[config.mk]
export PLATFORM = sky130hd
export DESIGN_NAME = spi_slave_fd_flat
export DESIGN_NICKNAME = d
export VERILOG_FILES = /design/src/rtl/spi_pkg.sv /design/src/rtl/spi_slave_fd_if.sv /design/src/rtl/spi_sync_edge.sv /design/src/rtl/spi_slave_fd.sv /design/src/flat_wrapper.sv
export SDC_FILE = /design/constraint.sdc
export NUM_CORES = 1
export LEC_CHECK = 0
export BUFFER_PORTS_ARGS = -buffer_cell sky130_fd_sc_hd__buf_4
export CELL_PAD_IN_SITES_DETAIL_PLACEMENT = 1
export CELL_PAD_IN_SITES_GLOBAL_PLACEMENT = 1
export CORE_AREA = 2 2 79 81
export CTS_CLUSTER_DIAMETER = 200
export DETAILED_ROUTE_END_ITERATION = 8
export DIE_AREA = 0 0 81 83
export GPL_TIMING_DRIVEN = 0
export HOLD_SLACK_MARGIN = 0.02
export PLACE_DENSITY = 0.8
export SLEW_MARGIN = 0
export SYNTH_ARGS = -nofsm -noshare
export SYNTH_HDL_FRONTEND = slang
export SYNTH_SLANG_ARGS = --single-unit
[constraint.sdc]
create_clock -name FPGA_clk -period 1.6 [get_ports FPGA_clk]
set_input_delay 0.32 -clock FPGA_clk [delete_from_list [all_inputs] [get_ports FPGA_clk]]
set_output_delay 0.32 -clock FPGA_clk [all_outputs]
set_load 0.1 [all_outputs]
[src/rtl/spi_pkg.sv]
// Shared definitions for the full-duplex SPI slave: mode codes, FSM encoding
// and a constant-evaluable ceil(log2) helper.
package spi_pkg;

  localparam logic [1:0] SPI_MODE0 = 2'b00;
  localparam logic [1:0] SPI_MODE1 = 2'b01;
  localparam logic [1:0] SPI_MODE2 = 2'b10;
  localparam logic [1:0] SPI_MODE3 = 2'b11;

  typedef enum logic {
    IDLE   = 1'b0,
    ACTIVE = 1'b1
  } spi_state_e;

  function automatic int clog2(input int value);
    int r;
    r = 0;
    while ((1 << r) < value) r++;
    return r;
  endfunction

endpackage

[src/rtl/spi_slave_fd_if.sv]
// Word-level handshake between the SPI slave and the register/command logic.
interface spi_slave_fd_if #(
  parameter int DATA_W = 8
);
  import spi_pkg::*;

  logic [DATA_W-1:0] tx_data;
  logic              tx_valid;
  logic              tx_ready;
  logic [DATA_W-1:0] rx_data;
  logic              rx_valid;
  logic              rx_ready;
  logic              rx_overrun;
  logic              tx_underrun;

  modport slave (
    input  tx_data, tx_valid, rx_ready,
    output tx_ready, rx_data, rx_valid, rx_overrun, tx_underrun
  );

  modport master (
    output tx_data, tx_valid, rx_ready,
    input  tx_ready, rx_data, rx_valid, rx_overrun, tx_underrun
  );

endinterface

[src/rtl/spi_sync_edge.sv]
// Multi-flop synchroniser for one asynchronous pin, followed by an edge-detect
// flop that yields single-cycle rise/fall pulses.
module spi_sync_edge
  import spi_pkg::*;
#(
  parameter int SYNC_STAGES = 2,
  parameter bit INIT        = 1'b0
) (
  input  logic clk,
  input  logic srst,
  input  logic d,
  output logic q,
  output logic rise,
  output logic fall
);

  logic [SYNC_STAGES-1:0] sync_q, sync_d;
  logic                   prev_q, prev_d;

  always_comb begin
    sync_d = {sync_q[SYNC_STAGES-2:0], d};
    prev_d = sync_q[SYNC_STAGES-1];
  end

  // Preloading the idle level keeps reset from manufacturing a phantom edge.
  always_ff @(posedge clk) begin
    if (srst) begin
      sync_q <= {SYNC_STAGES{INIT}};
      prev_q <= INIT;
    end else begin
      sync_q <= sync_d;
      prev_q <= prev_d;
    end
  end

  assign q    = sync_q[SYNC_STAGES-1];
  assign rise = q & ~prev_q;
  assign fall = ~q & prev_q;

endmodule

[src/rtl/spi_slave_fd.sv]
// Full-duplex SPI slave, oversampled in the FPGA_clk domain: any CPOL/CPHA,
// MSB/LSB first, valid/ready receive path and a one-word transmit holding register.
module spi_slave_fd
  import spi_pkg::*;
#(
  parameter int DATA_W      = 8,
  parameter bit CPOL        = 1'b1,
  parameter bit CPHA        = 1'b1,
  parameter bit MSB_FIRST   = 1'b1,
  parameter int SYNC_STAGES = 2
) (
  input  logic            FPGA_clk,
  input  logic            FPGA_rst,
  input  logic            SCLK,
  input  logic            SSEL,
  input  logic            MOSI,
  output logic            MISO,
  output logic            miso_oe,
  output logic            busy,
  spi_slave_fd_if.slave   app
);

  localparam int BW = clog2(DATA_W);
  localparam int FW = clog2(SYNC_STAGES + 2) + 1;

  logic sclk_lvl, sclk_rise, sclk_fall;
  logic ssel_lvl, ssel_rise, ssel_fall;

  spi_sync_edge #(.SYNC_STAGES(SYNC_STAGES), .INIT(CPOL)) u_sclk (
    .clk(FPGA_clk), .srst(FPGA_rst), .d(SCLK),
    .q(sclk_lvl), .rise(sclk_rise), .fall(sclk_fall)
  );

  spi_sync_edge #(.SYNC_STAGES(SYNC_STAGES), .INIT(1'b1)) u_ssel (
    .clk(FPGA_clk), .srst(FPGA_rst), .d(SSEL),
    .q(ssel_lvl), .rise(ssel_rise), .fall(ssel_fall)
  );

  // MOSI needs no edge detect; delay it to line up with the SCLK edge pulses.
  logic [SYNC_STAGES:0] mosi_q, mosi_d;
  always_comb mosi_d = {mosi_q[SYNC_STAGES-1:0], MOSI};
  logic mosi_bit;
  assign mosi_bit = mosi_q[SYNC_STAGES-1];

  logic sclk_edge, lead_edge, trail_edge, sample_edge, shift_edge;
  assign sclk_edge   = sclk_rise | sclk_fall;
  assign lead_edge   = sclk_edge & (sclk_lvl != CPOL);
  assign trail_edge  = sclk_edge & (sclk_lvl == CPOL);
  assign sample_edge = CPHA ? trail_edge : lead_edge;
  assign shift_edge  = CPHA ? lead_edge : trail_edge;

  spi_state_e        state_q, state_d;
  logic [BW-1:0]     bitcnt_q, bitcnt_d;
  logic [DATA_W-1:0] rx_shift_q, rx_shift_d, rx_next;
  logic [DATA_W-1:0] tx_shift_q, tx_shift_d;
  logic [DATA_W-1:0] hold_q, hold_d;
  logic              hold_full_q, hold_full_d;
  logic [DATA_W-1:0] rx_data_q, rx_data_d;
  logic              rx_valid_q, rx_valid_d;
  logic              rx_overrun_q, rx_overrun_d;
  logic              tx_underrun_q, tx_underrun_d;
  logic              arm_q, arm_d;
  logic [FW-1:0]     flush_q, flush_d;
  logic              flushed, load;

  // A frame in progress at reset must not be picked up half-way: only arm once
  // the synchronisers have flushed and SSEL has genuinely been seen inactive.
  assign flushed = (flush_q == FW'(SYNC_STAGES + 1));

  always_comb begin
    state_d       = state_q;
    bitcnt_d      = bitcnt_q;
    rx_shift_d    = rx_shift_q;
    tx_shift_d    = tx_shift_q;
    hold_d        = hold_q;
    hold_full_d   = hold_full_q;
    rx_data_d     = rx_data_q;
    rx_valid_d    = rx_valid_q;
    rx_overrun_d  = 1'b0;
    tx_underrun_d = 1'b0;
    rx_next       = rx_shift_q;
    load          = 1'b0;
    flush_d       = flushed ? flush_q : flush_q + 1'b1;
    arm_d         = arm_q | (flushed & ssel_lvl);

    if (app.rx_ready) rx_valid_d = 1'b0;

    case (state_q)
      IDLE: begin
        if (ssel_fall && arm_q) begin
          state_d    = ACTIVE;
          bitcnt_d   = '0;
          rx_shift_d = '0;
          load       = !CPHA;
        end
      end
      ACTIVE: begin
        if (ssel_rise) begin
          state_d = IDLE;
        end else begin
          if (sample_edge) begin
            rx_next    = MSB_FIRST ? {rx_shift_q[DATA_W-2:0], mosi_bit}
                                   : {mosi_bit, rx_shift_q[DATA_W-1:1]};
            rx_shift_d = rx_next;
            if (bitcnt_q == BW'(DATA_W - 1)) begin
              bitcnt_d = '0;
              if (!rx_valid_q || app.rx_ready) begin
                rx_data_d  = rx_next;
                rx_valid_d = 1'b1;
              end else begin
                rx_overrun_d = 1'b1;
              end
            end else begin
              bitcnt_d = bitcnt_q + 1'b1;
            end
          end
          // bitcnt == 0 at a shift edge marks the start of a new word in every mode.
          if (shift_edge) begin
            if (bitcnt_q == '0) load = 1'b1;
            else tx_shift_d = MSB_FIRST ? (tx_shift_q << 1) : (tx_shift_q >> 1);
          end
        end
      end
      default: state_d = IDLE;
    endcase

    if (load) begin
      if (hold_full_q) begin
        tx_shift_d  = hold_q;
        hold_full_d = 1'b0;
      end else begin
        tx_shift_d    = '0;
        tx_underrun_d = 1'b1;
      end
    end

    // Evaluated after the load so a same-cycle write refills the emptied register.
    if (app.tx_valid && !hold_full_q) begin
      hold_d      = app.tx_data;
      hold_full_d = 1'b1;
    end
  end

  always_ff @(posedge FPGA_clk) begin
    if (FPGA_rst) begin
      state_q       <= IDLE;
      bitcnt_q      <= '0;
      rx_shift_q    <= '0;
      tx_shift_q    <= '0;
      hold_q        <= '0;
      hold_full_q   <= 1'b0;
      rx_data_q     <= '0;
      rx_valid_q    <= 1'b0;
      rx_overrun_q  <= 1'b0;
      tx_underrun_q <= 1'b0;
      arm_q         <= 1'b0;
      flush_q       <= '0;
      mosi_q        <= '0;
    end else begin
      state_q       <= state_d;
      bitcnt_q      <= bitcnt_d;
      rx_shift_q    <= rx_shift_d;
      tx_shift_q    <= tx_shift_d;
      hold_q        <= hold_d;
      hold_full_q   <= hold_full_d;
      rx_data_q     <= rx_data_d;
      rx_valid_q    <= rx_valid_d;
      rx_overrun_q  <= rx_overrun_d;
      tx_underrun_q <= tx_underrun_d;
      arm_q         <= arm_d;
      flush_q       <= flush_d;
      mosi_q        <= mosi_d;
    end
  end

  assign MISO    = (state_q == ACTIVE) && (MSB_FIRST ? tx_shift_q[DATA_W-1] : tx_shift_q[0]);
  assign miso_oe = ~ssel_lvl;
  assign busy    = ~ssel_lvl;

  assign app.tx_ready    = ~hold_full_q;
  assign app.rx_data     = rx_data_q;
  assign app.rx_valid    = rx_valid_q;
  assign app.rx_overrun  = rx_overrun_q;
  assign app.tx_underrun = tx_underrun_q;

endmodule

[src/flat_wrapper.sv]
// flat-port wrapper written by rule: the top's interface ports become plain ports
module spi_slave_fd_flat import spi_pkg::*;
#(
  parameter int DATA_W      = 8,
  parameter bit CPOL        = 1'b1,
  parameter bit CPHA        = 1'b1,
  parameter bit MSB_FIRST   = 1'b1,
  parameter int SYNC_STAGES = 2
)
  (FPGA_clk, FPGA_rst, SCLK, SSEL, MOSI, MISO, miso_oe, busy, app_tx_data, app_tx_valid, app_rx_ready, app_tx_ready, app_rx_data, app_rx_valid, app_rx_overrun, app_tx_underrun);
  spi_slave_fd_if #(.DATA_W(DATA_W)) app_i ();
  input  logic FPGA_clk;
  input  logic FPGA_rst;
  input  logic SCLK;
  input  logic SSEL;
  input  logic MOSI;
  output logic MISO;
  output logic miso_oe;
  output logic busy;
  input wire logic [$bits(app_i.tx_data)-1:0] app_tx_data;
  input wire logic [$bits(app_i.tx_valid)-1:0] app_tx_valid;
  input wire logic [$bits(app_i.rx_ready)-1:0] app_rx_ready;
  output wire logic [$bits(app_i.tx_ready)-1:0] app_tx_ready;
  output wire logic [$bits(app_i.rx_data)-1:0] app_rx_data;
  output wire logic [$bits(app_i.rx_valid)-1:0] app_rx_valid;
  output wire logic [$bits(app_i.rx_overrun)-1:0] app_rx_overrun;
  output wire logic [$bits(app_i.tx_underrun)-1:0] app_tx_underrun;
  assign app_i.tx_data = app_tx_data;
  assign app_i.tx_valid = app_tx_valid;
  assign app_i.rx_ready = app_rx_ready;
  assign app_tx_ready = app_i.tx_ready;
  assign app_rx_data = app_i.rx_data;
  assign app_rx_valid = app_i.rx_valid;
  assign app_rx_overrun = app_i.rx_overrun;
  assign app_tx_underrun = app_i.tx_underrun;
  spi_slave_fd #(.DATA_W(DATA_W), .CPOL(CPOL), .CPHA(CPHA), .MSB_FIRST(MSB_FIRST), .SYNC_STAGES(SYNC_STAGES)) u_core (.FPGA_clk(FPGA_clk), .FPGA_rst(FPGA_rst), .SCLK(SCLK), .SSEL(SSEL), .MOSI(MOSI), .MISO(MISO), .miso_oe(miso_oe), .busy(busy), .app(app_i));
endmodule
=== Yosys cells after proc, flatten, opt, wreduce, memory -nomap -nowiden ===
Cells that the tools add are included.

* Register bits after elaboration: 51
* Input bits: 15
* Output and inout port bits: 15
* Word-level logic and storage cells: 92

* $add $sub $neg: 2
* Equality and inequality tests: 7
* Mux-type cells: 32
* Bitwise gates (word level): 19
* Reductions and logical operators: 15

{| class="wikitable"
|+ Operators with widths
! kind !! number
|-
| 8-bit two-way mux || 6
|-
| 7-bit two-way mux || 3
|-
| 1-bit two-way mux || 15
|-
| 7-bit one-hot mux with 2 select lines || 1
|-
| 3-bit two-way mux || 4
|-
| 1-bit inverter || 10
|-
| 1-bit AND || 7
|-
| 3-bit by 1-bit adder with 3-bit output, second input constant || 2
|-
| 2-bit by 1-bit != test with 1-bit output, second input constant || 3
|-
| 3-bit one-hot mux with 2 select lines || 1
|-
| 2-bit nonzero test || 3
|-
| 5-bit AND reduction || 1
|-
| 5-bit OR reduction || 1
|-
| 2-bit != test, second input constant || 2
|-
| 1-bit one-hot mux with 2 select lines || 2
|-
| 4-bit AND reduction || 1
|-
| 3-bit by 2-bit equality test with 1-bit output, second input constant || 1
|-
| 3-bit equality test, second input constant || 1
|-
| 1-bit logical AND || 3
|-
| 3-bit zero test || 1
|-
| 3-bit AND reduction || 1
|-
| 1-bit zero test || 2
|-
| 1-bit bitwise OR || 2
|-
| 2-bit OR reduction || 1
|-
| 1-bit logical OR || 1
|}

=== Depth between registers and ports, before layout ===
Gate-level depths: netlist of run 1.

* Word-level depth: 9
* Gate-level depth with buffers: 7
* Mapped depth without buffers: 5

=== Modules after synthesis ===
Synthesis of run 1 repeated with hierarchy kept, for this count alone.

* Cell total of the unflattened synthesis: 219
* Area total of the unflattened synthesis: 2198.4 um^2

{| class="wikitable"
|+ Modules (own cells, without submodules)
! module !! times used !! cells each !! area each (um^2) !! seq. area each (um^2)
|-
| spi_slave_fd || 1 || 203 || 2013.2 || 900.9
|-
| spi_sync_edge || 2 || 8 || 92.6 || 60.1
|}

=== Worst setup path after synthesis of run 1 ===
Ideal clock, no wire load.

* Kind: register to output
* From: register u_core.state_q
* To: output port MISO
* Arrival time: 1.465 ns
* Required time: 1.280 ns
* Path slack: -0.185 ns
* Stages on the path, launching flop included: 4
* Path buffers: 2
* Cell sequence: dfxtp_1 > buf_6 > clkbuf_1 > and2_1

* Cells in the longest elaborated chain, start to end: 1

{| class="wikitable"
|+ RTL lines
! what !! RTL line !! source
|-
| start: declaration || spi_slave_fd.sv:52 || <nowiki>spi_state_e state_q, state_d;</nowiki>
|-
| start signal: assignment || spi_slave_fd.sv:160 || <nowiki>state_q <= state_d;</nowiki>
|-
| 1-bit logical AND || spi_slave_fd.sv:176 || <nowiki>assign MISO = (state_q == ACTIVE) && (MSB_FIRST ? tx_shift_q[DATA_W-1] : tx_shift_q[0]);</nowiki>
|-
| end: declaration || flat_wrapper.sv:17 || <nowiki>output logic MISO;</nowiki>
|}

No other way between the ends.

=== Final worst setup path of run 1 ===
Ends and elaborated chain as after synthesis.

==> impl_table.tex, run 1 <==
\begin{tabular}{lr}
\hline
Metric & Value \\
\hline
\multicolumn{2}{l}{\textbf{Hold path}} \\
\quad Path type of the worst min-delay path & in -> reg \\
\quad Min-Delay Startpoint & SCLK \\
\multicolumn{2}{l}{\textbf{Setup path}} \\
\quad Critical Path Sink Type & output pin \\
\quad Setup crit start kind & register \\
\quad Required time of the critical path & 1.28 ns \\
\quad Critical-path maximum fanout & 10 \\
\quad Worst setup path class & reg -> out \\
\quad Worst setup startpoint & u\_core.state\_q \\
\quad Crit path arrival time & 1.23 ns \\
\quad Origin of the critical flop-to-flop path & u\_core.bitcnt\_q[0] \\
\multicolumn{2}{l}{\textbf{Pwr}} \\
\quad VDD IR-drop max & 421 uV \\
\quad Share of total power in sequential cells & 59.0\% \\
\quad Switching part of the total & 24.6\% \\
\quad Gate power share & 9.5\% \\
\quad Cell Int Power & 0.00171 W \\
\quad PwrDens & 866 nW/um\^{}2 \\
\quad Clock power frac & 31.4\% \\
\quad Static Leak & 0.967 nW \\
\quad Net switching power & 0.000559 W \\
\multicolumn{2}{l}{\textbf{Layout}} \\
\quad Most frequent cells in the layout & sky130\_fd\_sc\_hd\_\_dfxtp\_1 (49), sky130\_fd\_sc\_hd\_\_buf\_4 (30), sky130\_fd\_sc\_hd\_\_nand2\_1 (25) \\
\quad Final \#Nets & 281 \\
\quad Most common cell after layout, fill and taps aside & sky130\_fd\_sc\_hd\_\_dfxtp\_1 \\
\quad Non-filler instance count after layout & 337 \\
\quad Final core utilization & 45.1\% \\
\quad Number of fillers in the final layout & 685 \\
\quad Fraction of final layout cells sized beyond drive strength 1 & 22.5\% \\
\quad Growth of design area from synthesis to finish & 21.7\% \\
\quad Ant diodes & 0 \\
\multicolumn{2}{l}{\textbf{Route}} \\
\quad Number of DRC markers after the initial detailed-route iteration & 93 \\
\quad WL per Instance & 13.6 um \\
\quad Total Wirelength & 4590 um \\
\quad Vias & 1698 \\
\quad First-pass DRT Iterations & 4 \\
\quad Avg Vias per Cell & 5.04 \\
\quad DRC violations left & 0 \\
\quad Routed Antenna Nets & 0 \\
\multicolumn{2}{l}{\textbf{Timing}} \\
\quad Final hold vios & 0 \\
\quad Total count of max-transition violations in the final report & 0 \\
\quad Max Clock Skew & 0.0107 ns \\
\quad \# setup viols final & 0 \\
\quad Worst Max-Slew Pin Slew & 0.541 ns \\
\quad Time the final worst path needs with I/O delays and setup & 1.55 ns \\
\quad Slew margin rel. & 63.9\% \\
\quad Post-route fraction of the period consumed by the critical path & 97.0\% \\
\quad Maximum clock rate & 0.644 GHz \\
\quad Worst hold slack across all endpoints & 0.200 ns \\
\quad Unrepaired setup endpoints after global routing & true \\
\quad Crit path setup slack, layout & 0.0473 ns \\
\multicolumn{2}{l}{\textbf{Placement}} \\
\quad Global placer's final weighted congestion & 0.736 \\
\quad Post-place setup slack & -0.179 ns \\
\quad Number of port buffers & 29 \\
\quad HPWL reported at the end of detailed placement & 3210 um \\
\quad Number of placed instances, taps included & 330 \\
\multicolumn{2}{l}{\textbf{Run status}} \\
\quad Result of the run & complete, no violations \\
\multicolumn{2}{l}{\textbf{Clocking}} \\
\quad Quantity of hold-fixing buffers added after cts & 0 \\
\quad Number of clock buffers inserted by TritonCTS & 5 \\
\quad Maximum buffer depth of the clock tree & 2 \\
\quad Clock tree from TritonCTS & yes \\
\quad Maximum level of the CTS H-tree & 2 \\
\quad Clock tree root driver cell & sky130\_fd\_sc\_hd\_\_clkbuf\_8 \\
\quad Clock insertion delay at the later pin of the skew report & 0.30 ns \\
\quad Number of sinks on the clock net & 51 \\
\quad Clock transition at path regs & 0.08 ns \\
\multicolumn{2}{l}{\textbf{Yosys}} \\
\quad Yosys synthesis warning count & 0 \\
\quad Main flop type after synthesis & sky130\_fd\_sc\_hd\_\_dfxtp\_1 \\
\quad Total of flip-flops plus latches after synthesis & 51 \\
\quad Number of flops mapped to enable cells by yosys & 0 \\
\quad Mapped Area & 2150 um\^{}2 \\
\quad Share of flip-flops with an asynchronous set or reset after synthesis & 0\% \\
\quad Mapped Nets & 246 \\
\quad Mean cell area of the mapped netlist & 9.53 um\^{}2 \\
\quad Sequential cell area fraction in the yosys report & 47.4\% \\
\quad Number of standard cells after synthesis & 226 \\
\quad Count of cell types in the netlist & 33 \\
\multicolumn{2}{l}{\textbf{Floorplan}} \\
\quad Top Ports & 30 \\
\quad Area of the core region & 5820 um\^{}2 \\
\quad Die height & 83 um \\
\quad Initial cell density of the core & 37.0\% \\
\quad Width of the chip & 81 um \\
\quad Floorplan die area & 6720 um\^{}2 \\
\quad Number of standard-cell rows in the floorplan & 28 \\
\multicolumn{2}{l}{\textbf{GRT}} \\
\quad Antenna violations before repair & 0 \\
\quad All-layer global routing usage & 14.5\% \\
\quad Global-route wire length before repair & 7680 um \\
\quad Number of global-route vias before repair & 1700 \\
\quad Total congestion overflow & 0 \\
\quad Largest net degree at the start of global routing & 15 \\
\multicolumn{2}{l}{\textbf{Run}} \\
\quad \# Max-Cap Violations & 0 \\
\hline
\end{tabular}
==> worst paths after layout <==
check	end	slack, ns	depth (start not counted)
max	MISO	0.05	4
min	u_core.u_sclk.sync_q[0]	0.20	2
max reg2reg	u_core.tx_shift_q[0]	0.08	6
min reg2reg	u_core.u_ssel.sync_q[1]	0.42	1
==> kinds of logic (layout without fill, tap and decap cells) <==
group                    Yosys count  in the layout  share of synthesized area, %
adder cells (fa/ha/maj)            5              5                          2.90
AO/OA/AOI/OAI                     33             33                          9.47
multiplexers                      18             18                          8.36
flip-flops                        51             51                          47.4
AND/OR/NAND/NOR                   95             95                          26.6
XOR/XNOR                           1              1                         0.407
buffers and inverters             23             59                          4.88
==> synthesized netlist by cell type (2+ instances only) <==
cell type | count | area share [%]
sky130_fd_sc_hd__inv_1 | 5 | 0.87
sky130_fd_sc_hd__clkbuf_1 | 11 | 1.9
sky130_fd_sc_hd__or2_2 | 6 | 1.7
sky130_fd_sc_hd__nand2b_1 | 22 | 6.4
sky130_fd_sc_hd__a311oi_1 | 7 | 2.8
sky130_fd_sc_hd__buf_2 | 3 | 0.70
sky130_fd_sc_hd__o21ai_0 | 2 | 0.46
sky130_fd_sc_hd__nor4bb_1 | 2 | 0.93
sky130_fd_sc_hd__nor2b_1 | 5 | 1.5
sky130_fd_sc_hd__mux2i_1 | 18 | 8.4
sky130_fd_sc_hd__dfxtp_1 | 51 | 47
sky130_fd_sc_hd__nand4b_1 | 7 | 2.8
sky130_fd_sc_hd__a21oi_1 | 21 | 4.9
sky130_fd_sc_hd__buf_4 | 2 | 0.70
sky130_fd_sc_hd__ha_1 | 5 | 2.9
sky130_fd_sc_hd__nor4b_1 | 2 | 0.81
sky130_fd_sc_hd__nand2_1 | 25 | 4.4
sky130_fd_sc_hd__and3b_1 | 2 | 0.81
sky130_fd_sc_hd__nor2_1 | 6 | 1.0
sky130_fd_sc_hd__nand3b_1 | 10 | 3.5
sky130_fd_sc_hd__o31ai_1 | 2 | 0.70
==> what timing repair did <==
item | in CTS | in global routing
resized for setup | 11 | 8
setup buffers | 0 | 1
setup endpoints to repair | 19 | 16
==> state kept, by name (all words and copies together) (netlist names), 3 cells and up <==
register / count
u_core.tx_shift_q: 8
u_core.flush_q: 3
u_core.app.rx_data: 8
u_core.rx_shift_q: 7
u_core.hold_q: 8
u_core.bitcnt_q: 3
==> stage by stage <==
step / instance area, um^2 / setup TNS (ns) / power [W]
global placement: 2480 / -0.203 / 0.00158
floorplan: 2160 / 0 / 0.00151
finish: 2620 / 0 / 0.00227
global route: 2620 / -0.0225 / 0.00237
detailed placement: 2480 / -0.863 / 0.00159
CTS: 2590 / -0.0213 / 0.00230
==> power groups by stage <==
| stage | Clock (W) | Sequential, W | Combinational, W |
|---|---|---|---|
| global route | 0.000782 | 0.00135 | 0.000245 |
| finish | 0.000714 | 0.00134 | 0.000217 |
| CTS | 0.000737 | 0.00134 | 0.000219 |
| detailed placement | 0 | 0.00137 | 0.000223 |
| floorplan | 0 | 0.00136 | 0.000155 |
| global placement | 0 | 0.00136 | 0.000214 |
==> layout make-up <==
type,count,area (um^2),share of cell area [%]
clock buffers,7,76.3,2.91
clock inverters,1,5.00,0.191
inverters,5,22.5,0.859
plain buffers,16,103,3.91
flip-flops and latches,51,1030,39.1
repair buffers,30,238,9.06
well taps,75,93.8,3.58
multi-input cells,152,1060,40.4
==> per-layer routing <==
metal	wire length, um	share of wire [%]	track usage [%]
met1	2210	48	18.8
met2	2170	47	23.5
met3	135	2.9	3.26
met4	70	1.5	5.08
met5	0	0	0
==> worst max-delay path, cell delays in order (launching register included) <==
cell and delay (ns):
sky130_fd_sc_hd__dfxtp_1 0.33, sky130_fd_sc_hd__buf_6 0.14, sky130_fd_sc_hd__buf_8 0.14, sky130_fd_sc_hd__and2_4 0.16
sky130_fd_sc_hd__buf_12 0.17
No activity file was read; power rests on OpenSTA's default activity.
==> run 2, diff against run 1 <==
--- a/config.mk
+++ b/config.mk
@@ -5,16 +5,18 @@
 export SDC_FILE = /design/constraint.sdc
 export NUM_CORES = 1
 export LEC_CHECK = 0
-export BUFFER_PORTS_ARGS = -buffer_cell sky130_fd_sc_hd__buf_4
+export ABC_AREA = 1
+export BUFFER_PORTS_ARGS = -buffer_cell sky130_fd_sc_hd__buf_2
+export CAP_MARGIN = 15
 export CELL_PAD_IN_SITES_DETAIL_PLACEMENT = 1
 export CELL_PAD_IN_SITES_GLOBAL_PLACEMENT = 1
-export CORE_AREA = 2 2 79 81
+export CORE_AREA = 2 2 81 83
 export CTS_CLUSTER_DIAMETER = 200
 export DETAILED_ROUTE_END_ITERATION = 8
-export DIE_AREA = 0 0 81 83
+export DIE_AREA = 0 0 83 85
 export GPL_TIMING_DRIVEN = 0
 export HOLD_SLACK_MARGIN = 0.02
-export PLACE_DENSITY = 0.8
+export PLACE_DENSITY = 0.81
 export SLEW_MARGIN = 0
 export SYNTH_ARGS = -nofsm -noshare
 export SYNTH_HDL_FRONTEND = slang
==> run 2 against run 1 <==
Worst setup slack better by 0.0070 ns. Critical path type unchanged. Die area up 4.9%. Flip-flop and latch count unchanged. Maximum frequency up 0.45%. Synthesized cell count up 32%. Non-clock buffer count down 4. Sequential power about the same. Total power up 5.5%. First-iteration DRC count down 18%.
==> impl_table.tex, run 2 <==
\begin{tabular}{lr}
\hline
Metric & Value \\
\hline
\multicolumn{2}{l}{\textbf{Yosys}} \\
\quad Share of flip-flops with an asynchronous set or reset after synthesis & 0\% \\
\quad Count leader, synth & sky130\_fd\_sc\_hd\_\_nand2\_1 \\
\quad Yosys synthesis warning count & 0 \\
\quad Mean cell area of the mapped netlist & 7.37 um\^{}2 \\
\quad Number of flops mapped to enable cells by yosys & 0 \\
\quad Leading cell types by total area after synthesis & sky130\_fd\_sc\_hd\_\_dfxtp\_1 (46\%), sky130\_fd\_sc\_hd\_\_nand2\_1 (11\%), sky130\_fd\_sc\_hd\_\_nor2\_1 (9.5\%) \\
\quad Sequential cell area fraction in the yosys report & 46.3\% \\
\quad Total of flip-flops plus latches after synthesis & 51 \\
\quad Count of cell types in the netlist & 26 \\
\quad Mapped Nets & 319 \\
\quad Largest area contributor in the synthesized netlist & sky130\_fd\_sc\_hd\_\_dfxtp\_1 \\
\quad Number of standard cells after synthesis & 299 \\
\quad Commonest cells in the netlist & sky130\_fd\_sc\_hd\_\_nand2\_1 (63), sky130\_fd\_sc\_hd\_\_nor2\_1 (56), sky130\_fd\_sc\_hd\_\_dfxtp\_1 (51) \\
\quad Mapped Area & 2200 um\^{}2 \\
\quad Main flop type after synthesis & sky130\_fd\_sc\_hd\_\_dfxtp\_1 \\
\quad Synth top area share & 46.3\% \\
\multicolumn{2}{l}{\textbf{Layout}} \\
\quad Register area & 1030 um\^{}2 \\
\quad Final core utilization & 42.2\% \\
\quad Most frequent cells in the layout & sky130\_fd\_sc\_hd\_\_nand2\_1 (62), sky130\_fd\_sc\_hd\_\_nor2\_1 (56), sky130\_fd\_sc\_hd\_\_dfxtp\_1 (47) \\
\quad Number of fillers in the final layout & 805 \\
\quad Multi-input combinational cell area & 991 um\^{}2 \\
\quad Ant diodes & 0 \\
\quad Fraction of final layout cells sized beyond drive strength 1 & 25.9\% \\
\quad Most common cell after layout, fill and taps aside & sky130\_fd\_sc\_hd\_\_nand2\_1 \\
\quad Final \#Nets & 355 \\
\quad Growth of design area from synthesis to finish & 18.9\% \\
\multicolumn{2}{l}{\textbf{Pwr}} \\
\quad Static Leak & 1.21 nW \\
\quad PwrDens & 915 nW/um\^{}2 \\
\quad Final Power & 0.00240 W \\
\quad VDD IR-drop max & 475 uV \\
\multicolumn{2}{l}{\textbf{Clocking}} \\
\quad Quantity of hold-fixing buffers added after cts & 0 \\
\quad Maximum level of the CTS H-tree & 2 \\
\quad Clock tree root driver cell & sky130\_fd\_sc\_hd\_\_clkbuf\_8 \\
\quad Number of sinks on the clock net & 51 \\
\quad Clock transition at path regs & 0.08 ns \\
\quad Clock insertion delay at the later pin of the skew report & 0.30 ns \\
\quad Clock tree from TritonCTS & yes \\
\quad Number of clock buffers inserted by TritonCTS & 5 \\
\quad Maximum buffer depth of the clock tree & 2 \\
\multicolumn{2}{l}{\textbf{Floorplan}} \\
\quad Floorplan die area & 7060 um\^{}2 \\
\quad Top Ports & 30 \\
\quad Area of the core region & 6200 um\^{}2 \\
\quad Die height & 85 um \\
\quad Number of standard-cell rows in the floorplan & 29 \\
\quad Width of the chip & 83 um \\
\quad Initial cell density of the core & 35.5\% \\
\multicolumn{2}{l}{\textbf{GRT}} \\
\quad Total congestion overflow & 0 \\
\quad All-layer global routing usage & 15.0\% \\
\quad Antenna violations before repair & 0 \\
\quad Largest net degree at the start of global routing & 15 \\
\quad Global-route wire length before repair & 8580 um \\
\quad Number of global-route vias before repair & 1880 \\
\multicolumn{2}{l}{\textbf{Timing}} \\
\quad Maximum clock rate & 0.647 GHz \\
\quad Time the final worst path needs with I/O delays and setup & 1.55 ns \\
\quad Worst Max-Slew Pin Slew & 0.547 ns \\
\quad Total count of max-transition violations in the final report & 0 \\
\quad Final hold vios & 0 \\
\quad Slew margin rel. & 63.5\% \\
\quad Max Clock Skew & 0.00742 ns \\
\quad Post-route fraction of the period consumed by the critical path & 96.6\% \\
\quad \# setup viols final & 0 \\
\quad Crit path setup slack, layout & 0.0543 ns \\
\quad Final setup TNS & 0 ns \\
\multicolumn{2}{l}{\textbf{Placement}} \\
\quad Global placer's final weighted congestion & 0.765 \\
\quad Post-place setup slack & -0.284 ns \\
\quad Number of port buffers & 29 \\
\quad HPWL reported at the end of detailed placement & 3490 um \\
\multicolumn{2}{l}{\textbf{Hold path}} \\
\quad Path type of the worst min-delay path & in -> reg \\
\multicolumn{2}{l}{\textbf{Setup path}} \\
\quad Required time of the critical path & 1.28 ns \\
\quad Critical Path Sink Type & output pin \\
\quad Setup crit start kind & register \\
\quad Crit path arrival time & 1.23 ns \\
\quad Critical-path maximum fanout & 10 \\
\quad Worst setup path class & reg -> out \\
\multicolumn{2}{l}{\textbf{Route}} \\
\quad Avg Vias per Cell & 4.63 \\
\quad Number of DRC markers after the initial detailed-route iteration & 76 \\
\quad First-pass DRT Iterations & 4 \\
\quad Routed Antenna Nets & 0 \\
\quad WL per Instance & 12.1 um \\
\quad DRC violations left & 0 \\
\quad Total Wirelength & 4980 um \\
\quad Vias & 1912 \\
\multicolumn{2}{l}{\textbf{Run status}} \\
\quad Result of the run & complete, no violations \\
\multicolumn{2}{l}{\textbf{Run}} \\
\quad \# Max-Cap Violations & 0 \\
\hline
\end{tabular}
-- run 2: cell types whose count changed after synthesis, moves of 7 or more --
cell | before | now
sky130_fd_sc_hd__a21oi_1 | 21 | 6
sky130_fd_sc_hd__a311oi_1 | 7 | 0
sky130_fd_sc_hd__inv_1 | 5 | 22
sky130_fd_sc_hd__inv_2 | 0 | 11
sky130_fd_sc_hd__mux2i_1 | 18 | 0
sky130_fd_sc_hd__nand2_1 | 25 | 63
sky130_fd_sc_hd__nand2_2 | 0 | 11
sky130_fd_sc_hd__nand2b_1 | 22 | 0
sky130_fd_sc_hd__nand3_1 | 1 | 18
sky130_fd_sc_hd__nand3b_1 | 10 | 1
sky130_fd_sc_hd__nand4b_1 | 7 | 0
sky130_fd_sc_hd__nor2_1 | 6 | 56
sky130_fd_sc_hd__o21ai_0 | 2 | 23
-- run 2: layer usage --
layer	global-route usage, %	up-vias	routed length (um)
met3	3.11	6	188
li1	-	992	-
met2	27.3	38	2490
met1	17.8	876	2230
met5	0	-	0
met4	4.47	0	67
-- run 2: where the power goes --
part | total (W) | internal [W] | switching (W)
Combinational | 0.000239 | 0.0000826 | 0.000157
Sequential | 0.00135 | 0.00132 | 0.0000296
Clock | 0.000808 | 0.000396 | 0.000413
-- run 2: timing repair --
item / in CTS / in global routing
setup buffers: 0 / 2
resized for setup: 13 / 4
pin swaps: 0 / 2
setup endpoints to repair: 7 / 16
-- run 2: worst max-delay path: stages, from the launching register on --
cell and delay [ns]:
sky130_fd_sc_hd__dfxtp_2 0.43, sky130_fd_sc_hd__clkbuf_16 0.19, sky130_fd_sc_hd__nand2_4 0.06, sky130_fd_sc_hd__clkinvlp_4 0.08, sky130_fd_sc_hd__buf_12 0.16
-- run 2: worst paths after layout --
path / endpoint / slack [ns] / startpoint / cells past startpoint
hold / removal: u_core.u_ssel.sync_q[0] / 0.20 / SSEL / 2
hold reg to reg: u_core.mosi_q[1] / 0.41 / u_core.mosi_q[0] / 2
setup reg to reg: u_core.app.rx_data[2] / 0.12 / u_core.bitcnt_q[0] / 7
setup / recovery: MISO / 0.05 / u_core.state_q / 4
-- run 2: through the flow --
stage          std cells  hold WS (ns)  area (um^2)
3_5_place_dp         405         0.397         2460
2_1_floorplan        299         0.388         2220
5_1_grt              413         0.187         2620
3_3_place_gp         405         0.391         2460
4_1_cts              413         0.193         2610
6_report             413         0.199         2620
-- run 2: logic make-up after synthesis --
family	synth area share (%)
AO/OA/AOI/OAI	7.50
AND/OR/NAND/NOR	34.1
adder cells (fa/ha/maj)	2.84
flip-flops	46.3
buffers and inverters	9.26
-- run 2: final cells by class --
class	count	share of cell area, %
inverter	33	5.16
clock buffer	8	3.82
timing repair buffer	31	6.78
sequential	51	39.2
buffer	11	3.54
multi-input combinational	202	37.8
tap	77	3.68
==> run 3, diff against run 2 <==
--- a/config.mk
+++ b/config.mk
@@ -14,9 +14,10 @@
 export CTS_CLUSTER_DIAMETER = 200
 export DETAILED_ROUTE_END_ITERATION = 8
 export DIE_AREA = 0 0 83 85
-export GPL_TIMING_DRIVEN = 0
+export GPL_TIMING_DRIVEN = 1
 export HOLD_SLACK_MARGIN = 0.02
 export PLACE_DENSITY = 0.81
+export RECOVER_POWER = 25
 export SLEW_MARGIN = 0
 export SYNTH_ARGS = -nofsm -noshare
 export SYNTH_HDL_FRONTEND = slang
==> run 3 against run 2 <==
Maximum frequency is 2.2% higher. First-iteration DRC count is 28% lower. Largest power group unchanged. Total power is 0.26% lower. Wire length is 3.8% lower. Non-clock buffer count is 7 lower. Count of clock-buffer cells in the layout stayed put. Clock power is 0.9% higher.
==> impl_table.tex, run 3 (same netlist as run 2, synthesis figures left out) <==
\begin{tabular}{lr}
\hline
Metric & Value \\
\hline
\multicolumn{2}{l}{\textbf{Setup path}} \\
\quad Register-to-Register Setup Slack & 0.09 ns \\
\quad Critical-path maximum fanout & 8 \\
\quad Crit path arrival time & 1.76 ns \\
\quad Critical Path Sink Type & register \\
\quad Required time of the critical path & 1.85 ns \\
\quad Worst setup path class & reg -> reg \\
\quad Setup crit start kind & register \\
\multicolumn{2}{l}{\textbf{Route}} \\
\quad Number of DRC markers after the initial detailed-route iteration & 55 \\
\quad Routed Antenna Nets & 0 \\
\quad Vias & 1856 \\
\quad First-pass DRT Iterations & 4 \\
\quad Avg Vias per Cell & 4.57 \\
\quad WL per Instance & 11.8 um \\
\quad Total Wirelength & 4790 um \\
\quad DRC violations left & 0 \\
\multicolumn{2}{l}{\textbf{Layout}} \\
\quad Final \#Nets & 348 \\
\quad Most common cell after layout, fill and taps aside & sky130\_fd\_sc\_hd\_\_nand2\_1 \\
\quad Most frequent cells in the layout & sky130\_fd\_sc\_hd\_\_nand2\_1 (64), sky130\_fd\_sc\_hd\_\_nor2\_1 (56), sky130\_fd\_sc\_hd\_\_dfxtp\_1 (47) \\
\quad Fraction of final layout cells sized beyond drive strength 1 & 24.0\% \\
\quad Final design instance area without fill & 2540 um\^{}2 \\
\quad Non-filler instance count after layout & 406 \\
\quad Number of fillers in the final layout & 812 \\
\quad Ant diodes & 0 \\
\quad Growth of design area from synthesis to finish & 15.3\% \\
\multicolumn{2}{l}{\textbf{Placement}} \\
\quad Number of placed instances, taps included & 397 \\
\quad Area of placed instances & 2430 um\^{}2 \\
\quad Number of port buffers & 29 \\
\quad Global placer's final weighted congestion & 0.784 \\
\quad HPWL reported at the end of detailed placement & 3330 um \\
\multicolumn{2}{l}{\textbf{Pwr}} \\
\quad Static Leak & 1.17 nW \\
\quad Final Power & 0.00239 W \\
\quad Clock power frac & 34.1\% \\
\quad Net switching power & 0.000598 W \\
\quad Cell Int Power & 0.00179 W \\
\quad VDD IR-drop max & 473 uV \\
\quad PwrDens & 941 nW/um\^{}2 \\
\quad Switching part of the total & 25.0\% \\
\quad Share of total power in sequential cells & 56.5\% \\
\quad Gate power share & 9.4\% \\
\multicolumn{2}{l}{\textbf{GRT}} \\
\quad All-layer global routing usage & 14.6\% \\
\quad Met1 layer usage reported by global route & 16.7\% \\
\quad Number of global-route vias before repair & 1902 \\
\quad Antenna violations before repair & 0 \\
\quad Largest net degree at the start of global routing & 31 \\
\quad Total congestion overflow & 0 \\
\quad GRT Max-Usage Layer & met2 \\
\quad Met2 usage in global routing & 27.6\% \\
\quad Global-route wire length before repair & 8500 um \\
\quad Grt met3 use & 3.60\% \\
\multicolumn{2}{l}{\textbf{Timing}} \\
\quad Final hold vios & 0 \\
\quad Time the final worst path needs with I/O delays and setup & 1.51 ns \\
\quad Maximum clock rate & 0.661 GHz \\
\quad Total count of max-transition violations in the final report & 0 \\
\quad Post-route fraction of the period consumed by the critical path & 94.6\% \\
\quad Max Clock Skew & 0.00701 ns \\
\quad \# setup viols final & 0 \\
\quad Worst Max-Slew Pin Slew & 0.941 ns \\
\quad Slew margin rel. & 37.3\% \\
\multicolumn{2}{l}{\textbf{Floorplan}} \\
\quad Width of the chip & 83 um \\
\quad Floorplan die area & 7060 um\^{}2 \\
\quad Die height & 85 um \\
\quad Initial cell density of the core & 35.5\% \\
\quad Top Ports & 30 \\
\quad Area of the core region & 6200 um\^{}2 \\
\quad Number of standard-cell rows in the floorplan & 29 \\
\multicolumn{2}{l}{\textbf{Clocking}} \\
\quad Clock insertion delay at the later pin of the skew report & 0.30 ns \\
\quad Quantity of hold-fixing buffers added after cts & 0 \\
\quad Number of sinks on the clock net & 51 \\
\quad Maximum level of the CTS H-tree & 2 \\
\quad Clock tree from TritonCTS & yes \\
\quad Number of clock buffers inserted by TritonCTS & 5 \\
\quad Clock tree root driver cell & sky130\_fd\_sc\_hd\_\_clkbuf\_8 \\
\quad Maximum buffer depth of the clock tree & 2 \\
\quad Clock transition at path regs & 0.09 ns \\
\multicolumn{2}{l}{\textbf{Run status}} \\
\quad Result of the run & complete, no violations \\
\multicolumn{2}{l}{\textbf{Run}} \\
\quad \# Max-Cap Violations & 0 \\
\multicolumn{2}{l}{\textbf{Hold path}} \\
\quad Path type of the worst min-delay path & in -> reg \\
\hline
\end{tabular}
==> run 3: routing by layer <==
metal	part of all wire, %	up-vias	routed length (um)
li1	-	978	-
met1	43	846	2070
met2	53	27	2520
met3	3.5	5	167
met4	0.83	0	40
met5	0	-	0
==> run 3: power by group through the flow <==
stage	logic [W]	clock network (W)	registers (W)
detailed placement	0.000232	0	0.00138
floorplan	0.000178	0	0.00137
global route	0.000259	0.000897	0.00136
global placement	0.000222	0	0.00138
finish	0.000225	0.000815	0.00135
CTS	0.000234	0.000844	0.00135
==> run 3: path summary, 6_finish.rpt <==
check,start,endpoint,cells after the start
worst min register to register,u_core.u_sclk.sync_q[0],u_core.u_sclk.sync_q[1],1
worst max-delay path,u_core.bitcnt_q[0],u_core.app.rx_data[4],7
worst min-delay path,SCLK,u_core.u_sclk.sync_q[0],2
worst max register to register,u_core.bitcnt_q[0],u_core.app.rx_data[4],7
==> run 3: layout make-up <==
type	instances	area, um^2	area share, %
Timing Repair Buffer	35	203	7.98
Inverter	33	135	5.32
Multi-Input combinational cell	202	981	38.6
Sequential cell	51	1030	40.4
Clock buffer	8	100	3.94
Tap cell	77	96.3	3.79
==> run 3: stage by stage <==
step	hold slack [ns]	util (%)	TNS [ns]	setup WS, ns
after floorplan	0.388	-	0	0.00907
after global placement	0.390	39.2	0	0.147
after detailed placement	0.396	39.2	0	0.0825
after CTS	0.189	40.8	0	0.0430
after global routing	0.198	41.0	-0.160	-0.0360
final	0.195	41.0	0	0.0870
==> run 3: timing repair <==
| item | 4_1_cts | 5_1_grt |
|---|---|---|
| setup buffers | 0 | 1 |
| pin swaps | 0 | 2 |
| cloned | 0 | 0 |
| endpoints found under the setup margin | 1 | 10 |
| resized for setup | 1 | 4 |
==> run 3: worst max-delay path: stages (launching register included) <==
cell                      delay, ns
sky130_fd_sc_hd__dfxtp_2       0.37
sky130_fd_sc_hd__ha_1          0.16
sky130_fd_sc_hd__ha_1          0.21
sky130_fd_sc_hd__nand2_1       0.17
sky130_fd_sc_hd__nor3_4        0.22
sky130_fd_sc_hd__buf_4         0.18
sky130_fd_sc_hd__nor2_1        0.05
sky130_fd_sc_hd__nor2_1        0.10
